## src/rtl/ram_arb_if.sv

```systemverilog
// Request/response bundle between the CPU data side, the host debug loader and the shared RAM port.
// The arbiter takes the slave modport; the requesters and the RAM model take the master modport.
interface ram_arb_if #(
  parameter int XLEN = 32,
  parameter int AW   = 32
);
  logic              cpu_req_i;
  logic              cpu_we_i;
  logic [AW-1:0]     cpu_addr_i;
  logic [XLEN-1:0]   cpu_wdata_i;
  logic [XLEN/8-1:0] cpu_be_i;
  logic              cpu_gnt_o;
  logic              cpu_rvld_o;
  logic [XLEN-1:0]   cpu_rdata_o;

  logic              host_req_i;
  logic              host_we_i;
  logic [AW-1:0]     host_addr_i;
  logic [XLEN-1:0]   host_wdata_i;
  logic [XLEN/8-1:0] host_be_i;
  logic              host_gnt_o;
  logic              host_rvld_o;
  logic [XLEN-1:0]   host_rdata_o;

  logic              ram_en_o;
  logic              ram_we_o;
  logic [AW-1:0]     ram_addr_o;
  logic [XLEN-1:0]   ram_wdata_o;
  logic [XLEN/8-1:0] ram_be_o;
  logic [XLEN-1:0]   ram_rdata_i;

  modport slave (
    input  cpu_req_i, cpu_we_i, cpu_addr_i, cpu_wdata_i, cpu_be_i,
    output cpu_gnt_o, cpu_rvld_o, cpu_rdata_o,
    input  host_req_i, host_we_i, host_addr_i, host_wdata_i, host_be_i,
    output host_gnt_o, host_rvld_o, host_rdata_o,
    output ram_en_o, ram_we_o, ram_addr_o, ram_wdata_o, ram_be_o,
    input  ram_rdata_i
  );

  modport master (
    output cpu_req_i, cpu_we_i, cpu_addr_i, cpu_wdata_i, cpu_be_i,
    input  cpu_gnt_o, cpu_rvld_o, cpu_rdata_o,
    output host_req_i, host_we_i, host_addr_i, host_wdata_i, host_be_i,
    input  host_gnt_o, host_rvld_o, host_rdata_o,
    input  ram_en_o, ram_we_o, ram_addr_o, ram_wdata_o, ram_be_o,
    output ram_rdata_i
  );
endinterface

```

## src/rtl/ram_arb.sv

```systemverilog
// Shares one synchronous RAM port between the CPU (fixed priority) and the host debug path,
// with a starvation counter that periodically forces a single host grant.
module ram_arb #(
  parameter int XLEN       = 32,
  parameter int AW         = 32,
  parameter int RD_LAT     = 1,
  parameter int STARVE_LIM = 16
) (
  input logic       clk_i,
  input logic       rst_i,
  ram_arb_if.slave  bus
);
  localparam int BW = XLEN / 8;

  logic [7:0]      starve_cnt;
  logic            force_host;
  logic            cpu_gnt;
  logic            host_gnt;
  logic            rd_push;
  logic [RD_LAT:0] tag_vld;
  logic [RD_LAT:0] tag_host;
  logic            cpu_rvld;
  logic            host_rvld;

  logic            ram_en;
  logic            ram_we;
  logic [AW-1:0]   ram_addr;
  logic [XLEN-1:0] ram_wdata;
  logic [BW-1:0]   ram_be;

  assign force_host = (starve_cnt >= 8'(STARVE_LIM));
  assign cpu_gnt    = ~rst_i & bus.cpu_req_i & ~(force_host & bus.host_req_i);
  assign host_gnt   = ~rst_i & bus.host_req_i & (~bus.cpu_req_i | force_host);
  assign rd_push    = (cpu_gnt & ~bus.cpu_we_i) | (host_gnt & ~bus.host_we_i);

  always_ff @(posedge clk_i or posedge rst_i) begin
    if (rst_i) begin
      ram_en     <= 1'b0;
      ram_we     <= 1'b0;
      ram_addr   <= '0;
      ram_wdata  <= '0;
      ram_be     <= '0;
      starve_cnt <= '0;
      tag_vld    <= '0;
      tag_host   <= '0;
    end else begin
      if (cpu_gnt) begin
        ram_en    <= 1'b1;
        ram_we    <= bus.cpu_we_i;
        ram_addr  <= bus.cpu_addr_i;
        ram_wdata <= bus.cpu_wdata_i;
        ram_be    <= bus.cpu_be_i;
      end else if (host_gnt) begin
        ram_en    <= 1'b1;
        ram_we    <= bus.host_we_i;
        ram_addr  <= bus.host_addr_i;
        ram_wdata <= bus.host_wdata_i;
        ram_be    <= bus.host_be_i;
      end else begin
        ram_en <= 1'b0;
        ram_we <= 1'b0;
      end

      // A forced grant clears the count, so forcing never lasts more than one cycle.
      if (bus.host_req_i & ~host_gnt) begin
        if (starve_cnt != 8'hFF) starve_cnt <= starve_cnt + 8'd1;
      end else begin
        starve_cnt <= '0;
      end

      // Stage k holds the tag of the read granted k+1 cycles ago; the top stage lines up with RAM data.
      tag_vld  <= {tag_vld[RD_LAT-1:0], rd_push};
      tag_host <= {tag_host[RD_LAT-1:0], host_gnt};
    end
  end

  assign cpu_rvld  = tag_vld[RD_LAT] & ~tag_host[RD_LAT];
  assign host_rvld = tag_vld[RD_LAT] & tag_host[RD_LAT];

  assign bus.cpu_gnt_o    = cpu_gnt;
  assign bus.host_gnt_o   = host_gnt;
  assign bus.cpu_rvld_o   = cpu_rvld;
  assign bus.host_rvld_o  = host_rvld;
  assign bus.cpu_rdata_o  = cpu_rvld  ? bus.ram_rdata_i : '0;
  assign bus.host_rdata_o = host_rvld ? bus.ram_rdata_i : '0;

  assign bus.ram_en_o    = ram_en;
  assign bus.ram_we_o    = ram_we;
  assign bus.ram_addr_o  = ram_addr;
  assign bus.ram_wdata_o = ram_wdata;
  assign bus.ram_be_o    = ram_be;
endmodule

```

## src/flat_wrapper.sv

```systemverilog
// flat-port wrapper written by rule: the top's interface ports become plain ports
module ram_arb_flat 
#(
  parameter int XLEN       = 32,
  parameter int AW         = 32,
  parameter int RD_LAT     = 1,
  parameter int STARVE_LIM = 16
)
  (clk_i, rst_i, bus_cpu_req_i, bus_cpu_we_i, bus_cpu_addr_i, bus_cpu_wdata_i, bus_cpu_be_i, bus_cpu_gnt_o, bus_cpu_rvld_o, bus_cpu_rdata_o, bus_host_req_i, bus_host_we_i, bus_host_addr_i, bus_host_wdata_i, bus_host_be_i, bus_host_gnt_o, bus_host_rvld_o, bus_host_rdata_o, bus_ram_en_o, bus_ram_we_o, bus_ram_addr_o, bus_ram_wdata_o, bus_ram_be_o, bus_ram_rdata_i);
  ram_arb_if #(.XLEN(XLEN), .AW(AW)) bus_i ();
  input logic clk_i;
  input logic rst_i;
  input wire logic [$bits(bus_i.cpu_req_i)-1:0] bus_cpu_req_i;
  input wire logic [$bits(bus_i.cpu_we_i)-1:0] bus_cpu_we_i;
  input wire logic [$bits(bus_i.cpu_addr_i)-1:0] bus_cpu_addr_i;
  input wire logic [$bits(bus_i.cpu_wdata_i)-1:0] bus_cpu_wdata_i;
  input wire logic [$bits(bus_i.cpu_be_i)-1:0] bus_cpu_be_i;
  output wire logic [$bits(bus_i.cpu_gnt_o)-1:0] bus_cpu_gnt_o;
  output wire logic [$bits(bus_i.cpu_rvld_o)-1:0] bus_cpu_rvld_o;
  output wire logic [$bits(bus_i.cpu_rdata_o)-1:0] bus_cpu_rdata_o;
  input wire logic [$bits(bus_i.host_req_i)-1:0] bus_host_req_i;
  input wire logic [$bits(bus_i.host_we_i)-1:0] bus_host_we_i;
  input wire logic [$bits(bus_i.host_addr_i)-1:0] bus_host_addr_i;
  input wire logic [$bits(bus_i.host_wdata_i)-1:0] bus_host_wdata_i;
  input wire logic [$bits(bus_i.host_be_i)-1:0] bus_host_be_i;
  output wire logic [$bits(bus_i.host_gnt_o)-1:0] bus_host_gnt_o;
  output wire logic [$bits(bus_i.host_rvld_o)-1:0] bus_host_rvld_o;
  output wire logic [$bits(bus_i.host_rdata_o)-1:0] bus_host_rdata_o;
  output wire logic [$bits(bus_i.ram_en_o)-1:0] bus_ram_en_o;
  output wire logic [$bits(bus_i.ram_we_o)-1:0] bus_ram_we_o;
  output wire logic [$bits(bus_i.ram_addr_o)-1:0] bus_ram_addr_o;
  output wire logic [$bits(bus_i.ram_wdata_o)-1:0] bus_ram_wdata_o;
  output wire logic [$bits(bus_i.ram_be_o)-1:0] bus_ram_be_o;
  input wire logic [$bits(bus_i.ram_rdata_i)-1:0] bus_ram_rdata_i;
  assign bus_i.cpu_req_i = bus_cpu_req_i;
  assign bus_i.cpu_we_i = bus_cpu_we_i;
  assign bus_i.cpu_addr_i = bus_cpu_addr_i;
  assign bus_i.cpu_wdata_i = bus_cpu_wdata_i;
  assign bus_i.cpu_be_i = bus_cpu_be_i;
  assign bus_cpu_gnt_o = bus_i.cpu_gnt_o;
  assign bus_cpu_rvld_o = bus_i.cpu_rvld_o;
  assign bus_cpu_rdata_o = bus_i.cpu_rdata_o;
  assign bus_i.host_req_i = bus_host_req_i;
  assign bus_i.host_we_i = bus_host_we_i;
  assign bus_i.host_addr_i = bus_host_addr_i;
  assign bus_i.host_wdata_i = bus_host_wdata_i;
  assign bus_i.host_be_i = bus_host_be_i;
  assign bus_host_gnt_o = bus_i.host_gnt_o;
  assign bus_host_rvld_o = bus_i.host_rvld_o;
  assign bus_host_rdata_o = bus_i.host_rdata_o;
  assign bus_ram_en_o = bus_i.ram_en_o;
  assign bus_ram_we_o = bus_i.ram_we_o;
  assign bus_ram_addr_o = bus_i.ram_addr_o;
  assign bus_ram_wdata_o = bus_i.ram_wdata_o;
  assign bus_ram_be_o = bus_i.ram_be_o;
  assign bus_i.ram_rdata_i = bus_ram_rdata_i;
  ram_arb #(.XLEN(XLEN), .AW(AW), .RD_LAT(RD_LAT), .STARVE_LIM(STARVE_LIM)) u_core (.clk_i(clk_i), .rst_i(rst_i), .bus(bus_i));
endmodule
```

## config.mk

```make
export PLATFORM = sky130hd
export DESIGN_NAME = ram_arb_flat
export DESIGN_NICKNAME = d
export VERILOG_FILES = /design/src/rtl/ram_arb_if.sv /design/src/rtl/ram_arb.sv /design/src/flat_wrapper.sv
export SDC_FILE = /design/constraint.sdc
export NUM_CORES = 1
export LEC_CHECK = 0
export CAP_MARGIN = 20
export CORE_AREA = 2 2 122 124
export DETAILED_ROUTE_END_ITERATION = 12
export DIE_AREA = 0 0 124 126
export MAX_ROUTING_LAYER = met4
export PLACE_DENSITY = 0.75
export SLEW_MARGIN = 20
export SYNTH_ARGS = -nofsm -noshare
export SYNTH_HDL_FRONTEND = slang
export SYNTH_SLANG_ARGS = --single-unit
```

## constraint.sdc

```tcl
create_clock -name clk_i -period 3.4 [get_ports clk_i]
set_clock_uncertainty 0.1 [all_clocks]
set_input_delay 0.51 -clock clk_i [delete_from_list [all_inputs] [get_ports clk_i]]
set_output_delay 0.51 -clock clk_i [all_outputs]
set_load 0.05 [all_outputs]
```

==> results list, run 1 <==
- Area of the multi-input gates: 1830 µm²
- Clock insertion delay at the later pin of the skew report: 0.34 ns
- The setup path with the least slack is of type primary input to primary output.
- In this run, post-CTS hold repair placed 0 buffers.
* Xor-xnor portion of the synthesized cell area: 0%
- Counting flops with an async set or reset pin after synthesis yields a share of 100%.
- TritonCTS sink count: 82
* Post-layout power: 3.49 mW
* Placer Congestion: 0.855
- Summed over all layers, the global routing overflow is 0.
- Net count, final: 834
* Overall die height: roughly 130 µm
- Distinct cell type count of the synthesized netlist: 31
- Summing the areas of all and, or, nand and nor instances in the mapped netlist gives 23.5% of the synthesized area.
- Flip-flop cell with the highest count after synthesis: dfrtp_1
- After routing, the total negative slack on setup checks comes to 0 ns.
- Counting instances, the worst hold path has a depth of 0.
* Count of state elements after synthesis: between 80 and 90
- Worst Max-Slew Pin Slew: between 0.9 and 1 ns
* Worst-path clk slew: approximately 0.060 ns
* Pre-CTS worst setup slack: 0.391 ns
* Count of flip-flops with a built-in enable after synthesis: 0
* LEAKAGE: about 3.4 nW
- For hold timing, the worst endpoint is u_core.tag_host[1].
- Area of all placed cells without fillers: approximately 8000 µm²
* FMAX: 339 MHz
- DRC violation count after routing: 0
* Starting density of the core: between 20 and 30%
- The first global-routing pass estimated 24000 µm of wire.
* Final clock period utilization by the worst path: 86.9%
* Final critical-path required period: between 2 and 3 ns
* Startpoint of the lowest-slack hold path: u_core.tag_host[0]
- Total wire length: approximately 16000 µm
- The via count of the first global-routing pass was 4412.
* Average vias per placed instance: roughly 5.0
- Most common cell after layout, fill and taps aside: clkdlybuf4s50_1
- The count of final max-slew check failures was 0.
- Sum of net half-perimeters after detailed placement: between 10000 and 15000 µm
- The worst setup path is captured at a primary output.
- Hold violation total from the final report: 0
- Path type of the worst min-delay path: register to register
- Setup slack after layout: 0.447 ns
- The synthesized netlist devotes between 20% and 30% of its cell area to compound gates.
* Worst reg2reg path endpoint: u_core.bus.ram_addr_o[1]
- Net count after synthesis: 539
- Setup violations remaining at the end of the flow were counted as 0.
- Unrepaired setup endpoints after global routing: false
- Of the synthesized area, sequential elements account for 50.2%.
* CTS Buffer Depth: 2
- Number of routed nets with antenna violations: 0
- Status: complete, no violations
- Entering global routing, the biggest net connects 75 pins.
- Main combinational cell family by area after synthesis: simple AND/OR/NAND/NOR gates
* Area of placed instances: 7670 µm²
* Total number of vias: 4236
- Dividing the detail-routed wire length by the instance count gives a little under 20 µm.
- Across the VDD grid, the largest voltage drop is 0.000207 V.
- Adder and majority gate portion of the synthesized area: 0.613%
- Slowest library cell on the worst path: o211a_2
- During synthesis, Yosys emitted a total of 0 warnings.
- Multiplexer area fraction after synthesis: 0%
- 312 I/O pins were placed.
* Ratio of cells with drive above 1 in the final layout: under 10%
- Cells traversed along the worst timing path: clkdlybuf4s50_1, clkinvlp_4, o211a_2, buf_12
- Post-synthesis average cell area: between 10 and 15 µm²
- For this design the ratio of total power to cell area is 436 nW/µm².
* Total area of sequential cells: 2050 µm²
- IO buf count: 311
* Area grow syn2layout: 95.7%
- Largest incremental delay on the critical path: about 0.8 ns
* Root buffer cell: clkbuf_16
* Count of buffers added by post-CTS timing repair for setup: 0
- Largest delay contributor family on the critical path: buffers and inverters
* Required time at the worst-slack endpoint: 2.79 ns
- The worst setup path is launched from a primary input.
* Rel. slew slack: 36.7%
- For the worst flop-to-flop path, the logic depth is 4.
* Iteration-0 DRC count of the detailed router: 193
- Summing every instance area after synthesis gives between 4000 and 5000 µm².
- The worst register-to-register path begins at u_core.starve_cnt[4].
* Most used cells in the layout excluding fill and tap cells: 276 x clkdlybuf4s50_1, 104 x and2_1, 82 x dfrtp_1
- First-pass detailed-route iteration total: 5
- Bufs and invs on worst path: 3
- After clock tree synthesis, the repair step resized 0 gates.
* Die Wd: 124 µm
- Number of levels the H-tree was split into: 3
- Number of antenna violations at the first check in global routing: 1
* CTS tree: done
- TritonCTS created 9 clock buffers.
- The initialized floorplan defines 44 standard-cell rows.
* Number of max-capacitance violations reported: 0
- Die area: 15600 µm²
- Global routing used approximately a fifth of the available tracks.
- Setup slack on the worst reg-to-reg path comes out at 0.80 ns.
- Synthesis produced approximately 360 cells.
- Fill cells in the final layout number 1193.
- Data arrives at the worst endpoint at about 2.3 ns.
* Max Fanout on Critical Path: 36
* Core area: 14300 µm²
## sequential cells by signal, summed over array words and instances, names as in the netlist
register / flops
u_core.bus.ram_addr_o: 32
u_core.bus.ram_wdata_o: 32
u_core.starve_cnt: 8
u_core.bus.ram_be_o: 4
u_core.tag_host: 2
u_core.tag_vld: 2
u_core.bus.ram_en_o: 1
u_core.bus.ram_we_o: 1
## area by class of cell
cell class | instances | area share [%]
Tap cell | 184 | 2.88
Clock buffer | 10 | 2.86
Sequential cell | 82 | 25.7
Inverter | 7 | 0.376
Clock inverter | 6 | 1.14
Antenna cell | 1 | 0.0313
Multi-Input combinational cell | 242 | 22.9
Timing Repair Buffer | 316 | 44.1
## how the worst max path moves through the flow
stage | startpoint | to | slack [ns] | cells after the start
4_1_cts | u_core.tag_host[1] | bus_host_rdata_o[31] | 0.47 | 2
5_1_grt | rst_i | bus_cpu_gnt_o | 0.37 | 4
3_3_place_gp | rst_i | u_core.bus.ram_addr_o[4] | 0.53 | 5
6_report | rst_i | bus_cpu_gnt_o | 0.45 | 4
2_1_floorplan | rst_i | bus_cpu_gnt_o | 0.46 | 4
3_5_place_dp | rst_i | u_core.bus.ram_wdata_o[20] | 0.39 | 5
## power breakdown
group / switching (mW) / internal (mW)
combinational: 0.722 / 0.565
sequential: 0.0723 / 1.09
clock: 0.391 / 0.646
## per-layer routing
metal | global-route usage (%) | vias up | part of all wire, %
met3 | 5.43 | 37 | 8.1
met1 | 20.9 | 2072 | 35
met2 | 37.4 | 189 | 53
met5 | - | - | 0
met4 | 9.98 | 0 | 3.6
li1 | - | 1938 | -
## synthesized netlist by cell type (2+ instances only)
cell	n	area [µm²]
a31oi_1	2	12.5
ha_1	2	25.0
and4_1	2	17.5
a21oi_1	5	25.0
a211oi_1	2	15.0
o21ai_0	2	10.0
dfrtp_1	82	2050
buf_2	7	35.0
a221o_1	67	671
a22o_2	2	20.0
and2_1	104	651
buf_6	7	78.8
inv_1	7	26.3
and3_1	33	206
a311oi_1	3	26.3
nand3_1	3	15.0
nor2_1	2	7.51
clkbuf_1	17	63.8
nor2b_1	2	12.5
## logic make-up after synthesis
group / count (synthesis)
AND/OR/NAND/NOR: 152
AO/OA/AOI/OAI: 88
flip-flops: 82
buffers and inverters: 39
adder cells (fa/ha/maj): 2
## metrics by stage
stage | cells | hold WS (ns) | utilization, %
2_1_floorplan | 363 | 0.231 | -
3_3_place_gp | 831 | 0.232 | 53.6
3_5_place_dp | 831 | 0.243 | 53.6
4_1_cts | 847 | 0.256 | 55.8
5_1_grt | 848 | 0.264 | 55.8
6_report | 848 | 0.252 | 55.8
Power figures use the tool's default switching activity.
==> run 2: changes to the inputs <==
--- a/config.mk
+++ b/config.mk
@@ -9,6 +9,7 @@
 export CORE_AREA = 2 2 122 124
 export DETAILED_ROUTE_END_ITERATION = 12
 export DIE_AREA = 0 0 124 126
+export GPL_ROUTABILITY_DRIVEN = 0
 export MAX_ROUTING_LAYER = met4
 export PLACE_DENSITY = 0.75
 export SLEW_MARGIN = 20
==> results of run 2 <==
Same layout as run 1: the final DEF is identical, and so are final timing and power.
==> run 3: changes to the inputs <==
--- a/config.mk
+++ b/config.mk
@@ -11,7 +11,7 @@
 export DIE_AREA = 0 0 124 126
 export GPL_ROUTABILITY_DRIVEN = 0
 export MAX_ROUTING_LAYER = met4
-export PLACE_DENSITY = 0.75
+export PLACE_DENSITY = 0.78
 export SLEW_MARGIN = 20
 export SYNTH_ARGS = -nofsm -noshare
 export SYNTH_HDL_FRONTEND = slang
==> run 3 against run 2 <==
Compared with the run above:
- count of clock-buffer cells in the layout up 1
- fmax up 0.77%
- sequential share of layout area about the same
- flip-flop and latch count unchanged
- via count down 1.3%
- wire length up 0.14%
- setup slack better by 0.022 ns
- critical endpoint unchanged
- largest cell class unchanged
==> results list, run 3 (same netlist as run 1, synthesis figures left out) <==
* Status: complete, no violations (unchanged)
- The full die area is 15600 µm² (unchanged).
* CTS tree: done (unchanged)
* Net switching power of the design: 1.19 mW (about the same)
- The path type of the worst min-delay path was register to register (unchanged).
* Area of the multi-input gates: 1830 µm² (unchanged)
* Post-cts hold buffer count: 0 (unchanged)
* Average vias per placed instance: 4.91 (was 5.00)
- The portion of the clock cycle consumed by the worst path in the final layout came to 86.2% (was 86.9%).
- Global routing met3 resource utilization: 6.79% (was 5.43%)
- The pin slew with the least headroom to its limit is 0.971 ns (was 0.950 ns).
- DRC violation count after routing: 0 (unchanged)
* Maximum number of pins on one net before global-route repair: 83 (was 75)
- Std-Cell Rows: 44 (unchanged)
* Critical path type: register to primary output (was primary input to primary output)
* Layer with the highest usage after global routing: met2 (unchanged)
* Total count of max-transition violations in the final report: 0 (unchanged)
- Non-filler instance count after layout: 852 (was 848)
- Number of antenna violations at the first check in global routing: 3 (was 1)
- The maximum clock frequency is 341 MHz (was 339 MHz).
* # placed instances: 833 (was 831)
* Crit path arrival time: 2.32 ns (was 2.34 ns)
* Number of routed nets with antenna violations: 0 (unchanged)
* Fill cell instance count of the final layout: 1208 (was 1193)
- The setup TNS after final layout came to 0 ns (unchanged).
* Ratio of cells with drive above 1 in the final layout: 10.1% (was 9.80%)
- Fraction of met2 tracks used by global routing: 36.1% (was 37.4%)
* Critical path capture point type: primary output (unchanged)
* Die Wd: 124 µm (unchanged)
* TritonCTS Buffers: 9 (unchanged)
* Root buffer cell: clkbuf_16 (unchanged)
* Total wire length: 16300 µm (about the same)
- The number of buffers inserted to repair setup after CTS is 0 (unchanged).
- Pwr per Cell Area: 438 nW/µm² (was 436 nW/µm²)
- Post-cts sizing count: 0 (unchanged)
* Total area of sequential cells: 2050 µm² (unchanged)
* Overall die height: 126 µm (unchanged)
- The first-pass GRT wire length was 24300 µm (was 24000 µm).
- CTS Buffer Depth: 2 (unchanged)
- The core box area is 14300 µm² (unchanged).
- Most common cell after layout, fill and taps aside: clkdlybuf4s50_1 (unchanged)
- Tightest hold margin: 0.247 ns (was 0.252 ns)
- Critical path launch point type: register (was primary input)
- The logic depth of the worst register-to-register path is 4 (unchanged).
- The startpoint of the most critical hold path is u_core.tag_host[0] (unchanged).
* Part of the total power dissipated in combinational logic: 36.8% (was 36.9%)
- Required time at the worst-slack endpoint: 2.79 ns (about the same)
* IO buf count: 311 (unchanged)
- The maximum vdd drop came to 0.000208 V (was 0.000207 V).
- Part of the total power dissipated in sequential elements: 33.2% (was 33.4%)
- The shortest clock period the worst path allows after layout is 2.93 ns (was 2.95 ns).
- The post-CTS clock slew at the launch and capture registers of the worst setup and hold paths came to 0.06 ns (about the same).
- Starting density of the core: 28.5% (unchanged)
- The tightest slew margin relative to the limit came to 35.2% (was 36.7%).
- Max Fanout on Critical Path: 38 (was 36)
* TritonCTS sink count: 82 (unchanged)
* Post-layout power: 3.51 mW (was 3.49 mW)
- Cell depth of the worst hold path: 0 (unchanged)
- Area grow syn2layout: 96.0% (was 95.7%)
- The iteration count of the initial detailed-routing pass was 4 (was 5).
- Finish-stage setup viols: 0 (unchanged)
- The later-pin clock latency in the skew report is 0.34 ns (about the same).
- Global routing usage summed across all routing layers: 21.1% (was 20.9%)
* Detailed-route wire length per cell: 19.2 µm (about the same)
* Hold violation total from the final report: 0 (unchanged)
- I/O Pins: 312 (unchanged)
* Net count, final: 836 (was 834)
- The estimated wirelength of the detail-placed design is 12500 µm (was 12400 µm).
- GRT Residual Overflow: 0 (unchanged)
- The via count of the first global-routing pass is 4452 (was 4412).
- LEAKAGE: 3.39 nW (was 3.38 nW)
- Int Pwr: 2.32 mW (was 2.30 mW)
- The met1 track utilization from global routing is 22.6% (was 20.9%).
- Iteration-0 DRC count of the detailed router: 175 (was 193)
- The number of maximum-capacitance violations was 0 (unchanged).
* Unrepaired setup endpoints after global routing: false (unchanged)
- Total number of vias: 4182 (was 4236)
* Worst Setup SP: u_core.starve_cnt[4] (was rst_i)
* Number of levels the H-tree was split into: 3 (unchanged)
- Proportion of power drawn by the clock network: 30.0% (was 29.7%)
- Sw Ratio: 33.9% (was 34.0%)
- FF-to-FF Start: u_core.starve_cnt[4] (unchanged)
- Most used cells in the layout excluding fill and tap cells: 276 x clkdlybuf4s50_1, 104 x and2_1, 82 x dfrtp_1 (unchanged)
## run 3: cell types whose count changed in the layout (fill, tap and decap cells not counted), sizes merged
cell,delta
clkinv,-2
diode,+2
clkinvlp,+1
buf,+2
clkbuf,+1
## run 3: layout make-up
| class | count | share of cell area (%) |
|---|---|---|
| timing repair buffer | 318 | 44.1 |
| sequential | 82 | 25.6 |
| multi-input combinational | 242 | 22.9 |
| clock buffer | 11 | 3.03 |
| tap | 184 | 2.88 |
| clock inverter | 5 | 0.969 |
| inverter | 7 | 0.375 |
| antenna | 3 | 0.0938 |
## run 3: per-layer routing
metal  vias to the layer above  share of wire [%]
met3                        29                9.1
li1                       1949                  -
met1                      2019                 37
met2                       185                 51
met5                         -                  0
met4                         0                2.5
## run 3: path summary, 6_finish.rpt
path                                                  end  slack [ns]
worst max-delay path                        bus_cpu_gnt_o        0.47
worst min-delay path                   u_core.tag_host[1]        0.25
worst max register to register   u_core.bus.ram_addr_o[1]        0.85
worst min register to register         u_core.tag_host[1]        0.25
max in group asynchronous       u_core.bus.ram_addr_o[10]        1.88
min in group asynchronous            u_core.starve_cnt[5]        0.81
## run 3: per-stage QoR
stage	util (%)	worst slack [ns]	area, µm²
floorplan	-	0.456	4090
global placement	53.6	0.610	7670
detailed placement	53.6	0.566	7670
CTS	55.8	0.465	7990
global route	55.9	0.267	8010
finish	55.9	0.469	8010
## run 3: critical path, cell delays in order, from the launching register on
cell	delay (ns)
dfrtp_1	0.45
nor4_4	0.42
o211a_2	0.87
buf_12	0.23
## run 3: power groups by stage
stage / logic [mW] / registers, mW / clock network (mW)
2_1_floorplan: 0.308 / 1.56 / 0
3_3_place_gp: 1.27 / 1.18 / 0
3_5_place_dp: 1.29 / 1.18 / 0
4_1_cts: 1.30 / 1.17 / 1.08
5_1_grt: 1.34 / 1.18 / 1.12
6_report: 1.29 / 1.16 / 1.05
